$ cat src/rtl/sdram_arbiter_if.sv
// Bus bundle between NPORTS requesters, the arbiter and one SDRAM controller.
// The master modport is the arbiter's view; slave is the surrounding system's view.
interface sdram_arbiter_if #(
  parameter int unsigned NPORTS = 3
);
  logic [NPORTS-1:0]       p_read;
  logic [NPORTS-1:0]       p_write;
  logic [NPORTS-1:0][25:0] p_addr;
  logic [NPORTS-1:0][15:0] p_wdata;
  logic [NPORTS-1:0]       p_ready;
  logic [15:0]             p_rdata;
  logic [NPORTS-1:0]       p_rdata_val;
  logic                    m_read;
  logic                    m_write;
  logic [25:0]             m_addr;
  logic [15:0]             m_wdata;
  logic                    m_cmd_ready;
  logic [15:0]             m_rdata;
  logic                    m_rdata_val;

  modport master (
    input  p_read, p_write, p_addr, p_wdata, m_cmd_ready, m_rdata, m_rdata_val,
    output p_ready, p_rdata, p_rdata_val, m_read, m_write, m_addr, m_wdata
  );

  modport slave (
    output p_read, p_write, p_addr, p_wdata, m_cmd_ready, m_rdata, m_rdata_val,
    input  p_ready, p_rdata, p_rdata_val, m_read, m_write, m_addr, m_wdata
  );
endinterface

$ cat src/rtl/sdram_arbiter.sv
// Round-robin arbiter sharing one SDRAM controller among NPORTS requesters;
// a tag FIFO routes in-order read data back to the port that issued each read.
module sdram_arbiter #(
  parameter int unsigned NPORTS   = 3,
  parameter int unsigned RD_DEPTH = 4
) (
  input  logic             clk,
  input  logic             reset,
  sdram_arbiter_if.master  bus,
  output logic             err_orphan
);
  localparam int unsigned PW = $clog2(NPORTS);
  localparam int unsigned TW = $clog2(RD_DEPTH);
  localparam int unsigned CW = TW + 1;

  logic [PW-1:0]     rr_ptr;
  logic [PW-1:0]     winner;
  logic              found;
  logic [NPORTS-1:0] req;
  logic              win_read;
  logic              win_write;
  logic              full;
  logic              accept;
  logic              push;
  logic              pop;
  logic [TW-1:0]     wr_ptr;
  logic [TW-1:0]     rd_ptr;
  logic [CW-1:0]     count;
  logic [PW-1:0]     tags [RD_DEPTH];
  int unsigned       idx;

  assign req = bus.p_read | bus.p_write;

  always_comb begin
    found  = 1'b0;
    winner = '0;
    idx    = 0;
    for (int unsigned k = 0; k < NPORTS; k++) begin
      idx = 32'(rr_ptr) + k;
      if (idx >= NPORTS) idx = idx - NPORTS;
      if (!found && req[PW'(idx)]) begin
        found  = 1'b1;
        winner = PW'(idx);
      end
    end
  end

  // A full FIFO stalls a read winner without handing the slot to anyone else.
  assign win_read  = found & bus.p_read[winner];
  assign win_write = found & ~bus.p_read[winner] & bus.p_write[winner];
  assign full      = (count == CW'(RD_DEPTH));

  assign bus.m_read  = win_read & ~full;
  assign bus.m_write = win_write;
  assign bus.m_addr  = found ? bus.p_addr[winner]  : '0;
  assign bus.m_wdata = found ? bus.p_wdata[winner] : '0;

  assign accept      = bus.m_cmd_ready & (bus.m_read | bus.m_write) & reset;
  assign push        = accept & bus.m_read;
  assign pop         = bus.m_rdata_val & (count != '0) & reset;

  assign bus.p_ready     = accept ? (NPORTS'(1) << winner) : '0;
  assign bus.p_rdata_val = pop ? (NPORTS'(1) << tags[rd_ptr]) : '0;
  assign bus.p_rdata     = bus.m_rdata;

  always_ff @(posedge clk or negedge reset) begin
    if (!reset) begin
      rr_ptr     <= '0;
      wr_ptr     <= '0;
      rd_ptr     <= '0;
      count      <= '0;
      err_orphan <= 1'b0;
    end else begin
      if (accept) rr_ptr <= (winner == PW'(NPORTS - 1)) ? '0 : winner + PW'(1);
      if (push) wr_ptr <= wr_ptr + TW'(1);
      if (pop)  rd_ptr <= rd_ptr + TW'(1);
      case ({push, pop})
        2'b10:   count <= count + CW'(1);
        2'b01:   count <= count - CW'(1);
        default: count <= count;
      endcase
      if (bus.m_rdata_val && (count == '0)) err_orphan <= 1'b1;
    end
  end

  // Tag storage needs no reset: entries are only read while count is non-zero.
  always_ff @(posedge clk) begin
    if (push) tags[wr_ptr] <= winner;
  end
endmodule

$ cat src/flat_wrapper.sv
// flat-port wrapper written by rule: the top's interface ports become plain ports
module sdram_arbiter_flat 
#(
  parameter int unsigned NPORTS   = 3,
  parameter int unsigned RD_DEPTH = 4
)
  (clk, reset, err_orphan, bus_p_read, bus_p_write, bus_p_addr, bus_p_wdata, bus_m_cmd_ready, bus_m_rdata, bus_m_rdata_val, bus_p_ready, bus_p_rdata, bus_p_rdata_val, bus_m_read, bus_m_write, bus_m_addr, bus_m_wdata);
  sdram_arbiter_if #(.NPORTS(NPORTS)) bus_i ();
  input  logic clk;
  input  logic reset;
  output logic err_orphan;
  input wire logic [$bits(bus_i.p_read)-1:0] bus_p_read;
  input wire logic [$bits(bus_i.p_write)-1:0] bus_p_write;
  input wire logic [$bits(bus_i.p_addr)-1:0] bus_p_addr;
  input wire logic [$bits(bus_i.p_wdata)-1:0] bus_p_wdata;
  input wire logic [$bits(bus_i.m_cmd_ready)-1:0] bus_m_cmd_ready;
  input wire logic [$bits(bus_i.m_rdata)-1:0] bus_m_rdata;
  input wire logic [$bits(bus_i.m_rdata_val)-1:0] bus_m_rdata_val;
  output wire logic [$bits(bus_i.p_ready)-1:0] bus_p_ready;
  output wire logic [$bits(bus_i.p_rdata)-1:0] bus_p_rdata;
  output wire logic [$bits(bus_i.p_rdata_val)-1:0] bus_p_rdata_val;
  output wire logic [$bits(bus_i.m_read)-1:0] bus_m_read;
  output wire logic [$bits(bus_i.m_write)-1:0] bus_m_write;
  output wire logic [$bits(bus_i.m_addr)-1:0] bus_m_addr;
  output wire logic [$bits(bus_i.m_wdata)-1:0] bus_m_wdata;
  assign bus_i.p_read = bus_p_read;
  assign bus_i.p_write = bus_p_write;
  assign bus_i.p_addr = bus_p_addr;
  assign bus_i.p_wdata = bus_p_wdata;
  assign bus_i.m_cmd_ready = bus_m_cmd_ready;
  assign bus_i.m_rdata = bus_m_rdata;
  assign bus_i.m_rdata_val = bus_m_rdata_val;
  assign bus_p_ready = bus_i.p_ready;
  assign bus_p_rdata = bus_i.p_rdata;
  assign bus_p_rdata_val = bus_i.p_rdata_val;
  assign bus_m_read = bus_i.m_read;
  assign bus_m_write = bus_i.m_write;
  assign bus_m_addr = bus_i.m_addr;
  assign bus_m_wdata = bus_i.m_wdata;
  sdram_arbiter #(.NPORTS(NPORTS), .RD_DEPTH(RD_DEPTH)) u_core (.clk(clk), .reset(reset), .bus(bus_i), .err_orphan(err_orphan));
endmodule
$ cat config.mk
export PLATFORM = sky130hd
export DESIGN_NAME = sdram_arbiter_flat
export DESIGN_NICKNAME = d
export VERILOG_FILES = /design/src/rtl/sdram_arbiter_if.sv /design/src/rtl/sdram_arbiter.sv /design/src/flat_wrapper.sv
export SDC_FILE = /design/constraint.sdc
export NUM_CORES = 1
export LEC_CHECK = 0
export CAP_MARGIN = 40
export CORE_AREA = 5 5 95 97
export CTS_CLUSTER_DIAMETER = 60
export CTS_CLUSTER_SIZE = 14
export DETAILED_ROUTE_END_ITERATION = 10
export DIE_AREA = 0 0 100 102
export PLACE_DENSITY = 0.77
export RECOVER_POWER = 100
export SYNTH_ARGS = -nofsm -noshare
export SYNTH_HDL_FRONTEND = slang
export SYNTH_SLANG_ARGS = --single-unit
export TNS_END_PERCENT = 50
$ cat constraint.sdc
create_clock -name clk -period 3.81 [get_ports clk]
set_clock_uncertainty 0.15 [all_clocks]
set_input_delay 1.143 -clock clk [delete_from_list [all_inputs] [get_ports clk]]
set_output_delay 1.143 -clock clk [all_outputs]
set_load 0.01 [all_outputs]
==> run_results.csv <==
group,metric,value,unit
synthesis,yosys.area.top_type_share,15.5,%
die,die_h,102,um
routing,wl_per_cell,18.3,um
sta,max_slew.worst_pin.slew,588,ps
die,coreArea,8050,um^2
die,ios,219,
synthesis,synth_area_leader_cell,"a22oi_1",
critical_path,startpoint_type,"input pin",
placement,gp_congestion,0.867,
global_route,grt_max_degree,33,
cells_and_area,syn2layout_area_growth,138,%
sta,fin_crit,4340,ps
routing,drt_iter0_markers,73,
sta,drv_slew,0,
cts,cts-root-buf,"clkbuf_8",
placement,place_hpwl,7.43,mm
synthesis,syn_nets,425,
synthesis,synth_area_per_cell,7.70,um^2
sta,setup_violations,50,
die,initial_utilization,25.3,%
power,p_per_area,929,nW/um^2
cts,clk_latency,250,ps
synthesis,yosysMostFrequentCell,"nand2_1",
synthesis,yosysSeqAreaShare,24.1,%
die,fp-row-count,33,
routing,remaining_drc_errors,0,
cts,h-tree-depth,1,
cts,cts_tree,"done",
cells_and_area,layout.nets,647,
cells_and_area,multi_input_area,1710,um^2
flow_run,cap_violations,0,
routing,drt_first_pass_iters,4,
sta,hold_violations,0,
routing,num_vias,2886,
synthesis,synth_commonest_cells,"47 x nand2_1, 44 x a21oi_1, 42 x a22oi_1, 17 x buf_4, 17 x clkbuf_1",
synthesis,synth.area.top_cells,"a22oi_1 16%, dfrtp_1 12%, edfxtp_1 12%",
power,switchingPower,2030,uW
synthesis,yosysWarningCount,0,
sta,fmax,230,MHz
status,violations,"negative setup slack",
global_route,grt_overflow_total,0,
sta,fin_hold_ws,324,ps
power,p_leak,0.00202,uW
cts,cts_buffers,3,
sta,fin_crit_sh,114,%
cts,cts_hold_buffers,0,
power,power.sequential.fraction,7.4,%
sta,finalWorstSetupSlack,-532,ps
power,p_comb_share,89.1,%
global_route,grt_usage,19.4,%
global_route,grt_pass1_vias,3110,
cts,cts.sinks,18,
min_path,hp-class,"reg -> reg",
cells_and_area,regArea,490,um^2
power,ir_drop,0.520,mV
die,die_x,100,um
critical_path,crit_required,2520,ps
routing,ant_nets,0,
global_route,antenna_found_initial,0,
synthesis,syn-cell-area,2030,um^2
placement,place_inst,546,
routing,vias_per_cell,4.89,
critical_path,cp_data_arrival_time,3050,ps
cts,clkSlewWorstSetupHoldPaths,70,ps
critical_path,worstPathMaxFanout,6,
global_route,grt_pass1_wl,15.7,mm
power,pwr-share-clk,3.4,%
status,status,"complete, but fails checks",
synthesis,yosys_register_bits,18,
die,die_area,10200,um^2
critical_path,endpoint_kind,"output port",
placement,numPortBuffers,186,
sta,rsz0062_at_grt,"true",
routing,drt-total-wl,10.8,mm
synthesis,synth.distinct_cells,42,
cells_and_area,stdcell_count,590,
synthesis,synth_top_flop_cell,"dfrtp_1",
cells_and_area,fillerInstances,687,
synthesis,async_flop_share,55.6,%
power,sw_frac_of_total,45.2,%
sta,relSlewSlack,60.8,%
cells_and_area,antenna_cells,0,
power,intPower,2460,uW
synthesis,synth_edf_count,8,
critical_path,worstSetupPathType,"in -> out",
synthesis,netlist_instances,264,
cts,cts_buffer_depth,2,
cells_and_area,drive_gt1_share,43.7,%
[path summary, 6_finish.rpt]
| check | from | to | slack [ps] | depth (start not counted) |
|---|---|---|---|---|
| min in group asynchronous | reset | u_core.rd_ptr[0]$_DFFE_PN0P_ | 1430 | 3 |
| min | u_core.err_orphan$_DFFE_PN0P_ | u_core.err_orphan$_DFFE_PN0P_ | 320 | 1 |
| min reg2reg | u_core.err_orphan$_DFFE_PN0P_ | u_core.err_orphan$_DFFE_PN0P_ | 320 | 1 |
| max reg2reg | u_core.rr_ptr[0]$_DFFE_PN0P_ | u_core.count[2]$_DFFE_PN0P_ | 220 | 17 |
| max | bus_p_read[0] | bus_m_addr[7] | -530 | 13 |
| max in group asynchronous | reset | u_core.wr_ptr[0]$_DFFE_PN0P_ | 1700 | 3 |
[timing repair]
action / 4_1_cts / 5_1_grt
cloned: 6 / 0
pin swaps: 36 / 40
setup endpoints to repair: 52 / 48
buffers inserted: 23 / 14
resized for setup: 280 / 69
[placed cells by master, fill, tap and decap left out, drive strengths merged, types with 2 or more instances in the layout]
cell | netlist | routed
nor2b | 2 | 2
o21bai | 2 | 2
nor3 | 6 | 6
and2 | 5 | 5
mux2 | 3 | 3
clkbuf | 17 | 8
a21oi | 44 | 44
inv | 10 | 10
a211oi | 2 | 2
dfrtp | 10 | 10
dlygate4sd3 | 0 | 3
nand3 | 2 | 2
xnor2 | 4 | 4
clkdlybuf4s50 | 0 | 127
dlygate4sd2 | 0 | 3
buf | 19 | 116
nor2 | 7 | 7
a31o | 2 | 2
nor3b | 6 | 6
xor2 | 2 | 2
nand2b | 2 | 2
ha | 8 | 8
edfxtp | 8 | 8
nand2 | 47 | 47
mux4 | 2 | 2
a22oi | 42 | 42
[logic make-up (layout without fill, tap and decap cells)]
group / count (synthesis) / in the layout / share of synthesized area, %
flip-flops: 18 / 18 / 24.1
AO/OA/AOI/OAI: 99 / 99 / 32.6
adder cells (fa/ha/maj): 9 / 9 / 5.91
XOR/XNOR: 6 / 6 / 2.58
buffers and inverters: 46 / 267 / 12.1
multiplexers: 5 / 5 / 3.88
AND/OR/NAND/NOR: 81 / 81 / 18.9
[power groups by stage]
stage | Clock, uW | Sequential [uW] | Combinational, uW
after global routing | 165 | 343 | 4290
after detailed placement | 0 | 337 | 3050
final | 154 | 334 | 4000
after floorplan | 0 | 323 | 1670
after global placement | 0 | 332 | 3030
after CTS | 158 | 333 | 3540
[cell type report]
cell class / count / area share [%]
clock buffer: 4 / 1.14
inverter: 10 / 0.777
multi-input combinational: 200 / 35.4
sequential: 18 / 10.2
tap: 105 / 2.72
timing repair buffer: 253 / 49.8
[critical path, stage by stage]
cell and delay (ps):
buf_8 90, nor3_4 30, a211o_1 290, a31o_1 290, a311oi_4 240, buf_4 160, buf_8 120, buf_12 110
buf_12 110, buf_8 100, nand2_2 50, a21oi_2 150, buf_2 160
[metrics by stage]
| stage | setup WS [ps] | power, uW | cell area (um^2) | util (%) | setup TNS [ps] |
|---|---|---|---|---|---|
| 6_report | -532 | 4490 | 4830 | 60.0 | -19560 |
| 5_1_grt | -616 | 4790 | 4830 | 60.0 | -24220 |
| 4_1_cts | -527 | 4030 | 4530 | 56.3 | -14330 |
| 3_5_place_dp | -1400 | 3390 | 4190 | 52.0 | -61690 |
| 3_3_place_gp | -1350 | 3360 | 4190 | 52.0 | -59210 |
| 2_1_floorplan | -340 | 1990 | 2230 | - | -3530 |
[state kept, by name, indices dropped and copies added, names as in the netlist]
name	flops
u_core.rr_ptr	2
u_core.tags	8
u_core.count	3
u_core.err_orphan	1
u_core.wr_ptr	2
u_core.rd_ptr	2
[per-layer routing]
| metal | up-vias | track usage, % | part of all wire, % |
|---|---|---|---|
| met5 | - | 0 | 0 |
| met4 | 0 | 5.18 | 1.8 |
| met3 | 15 | 3.89 | 7.1 |
| met2 | 125 | 36.4 | 54 |
| met1 | 1365 | 22.5 | 38 |
| li1 | 1381 | - | - |
Power figures use the tool's default switching activity.
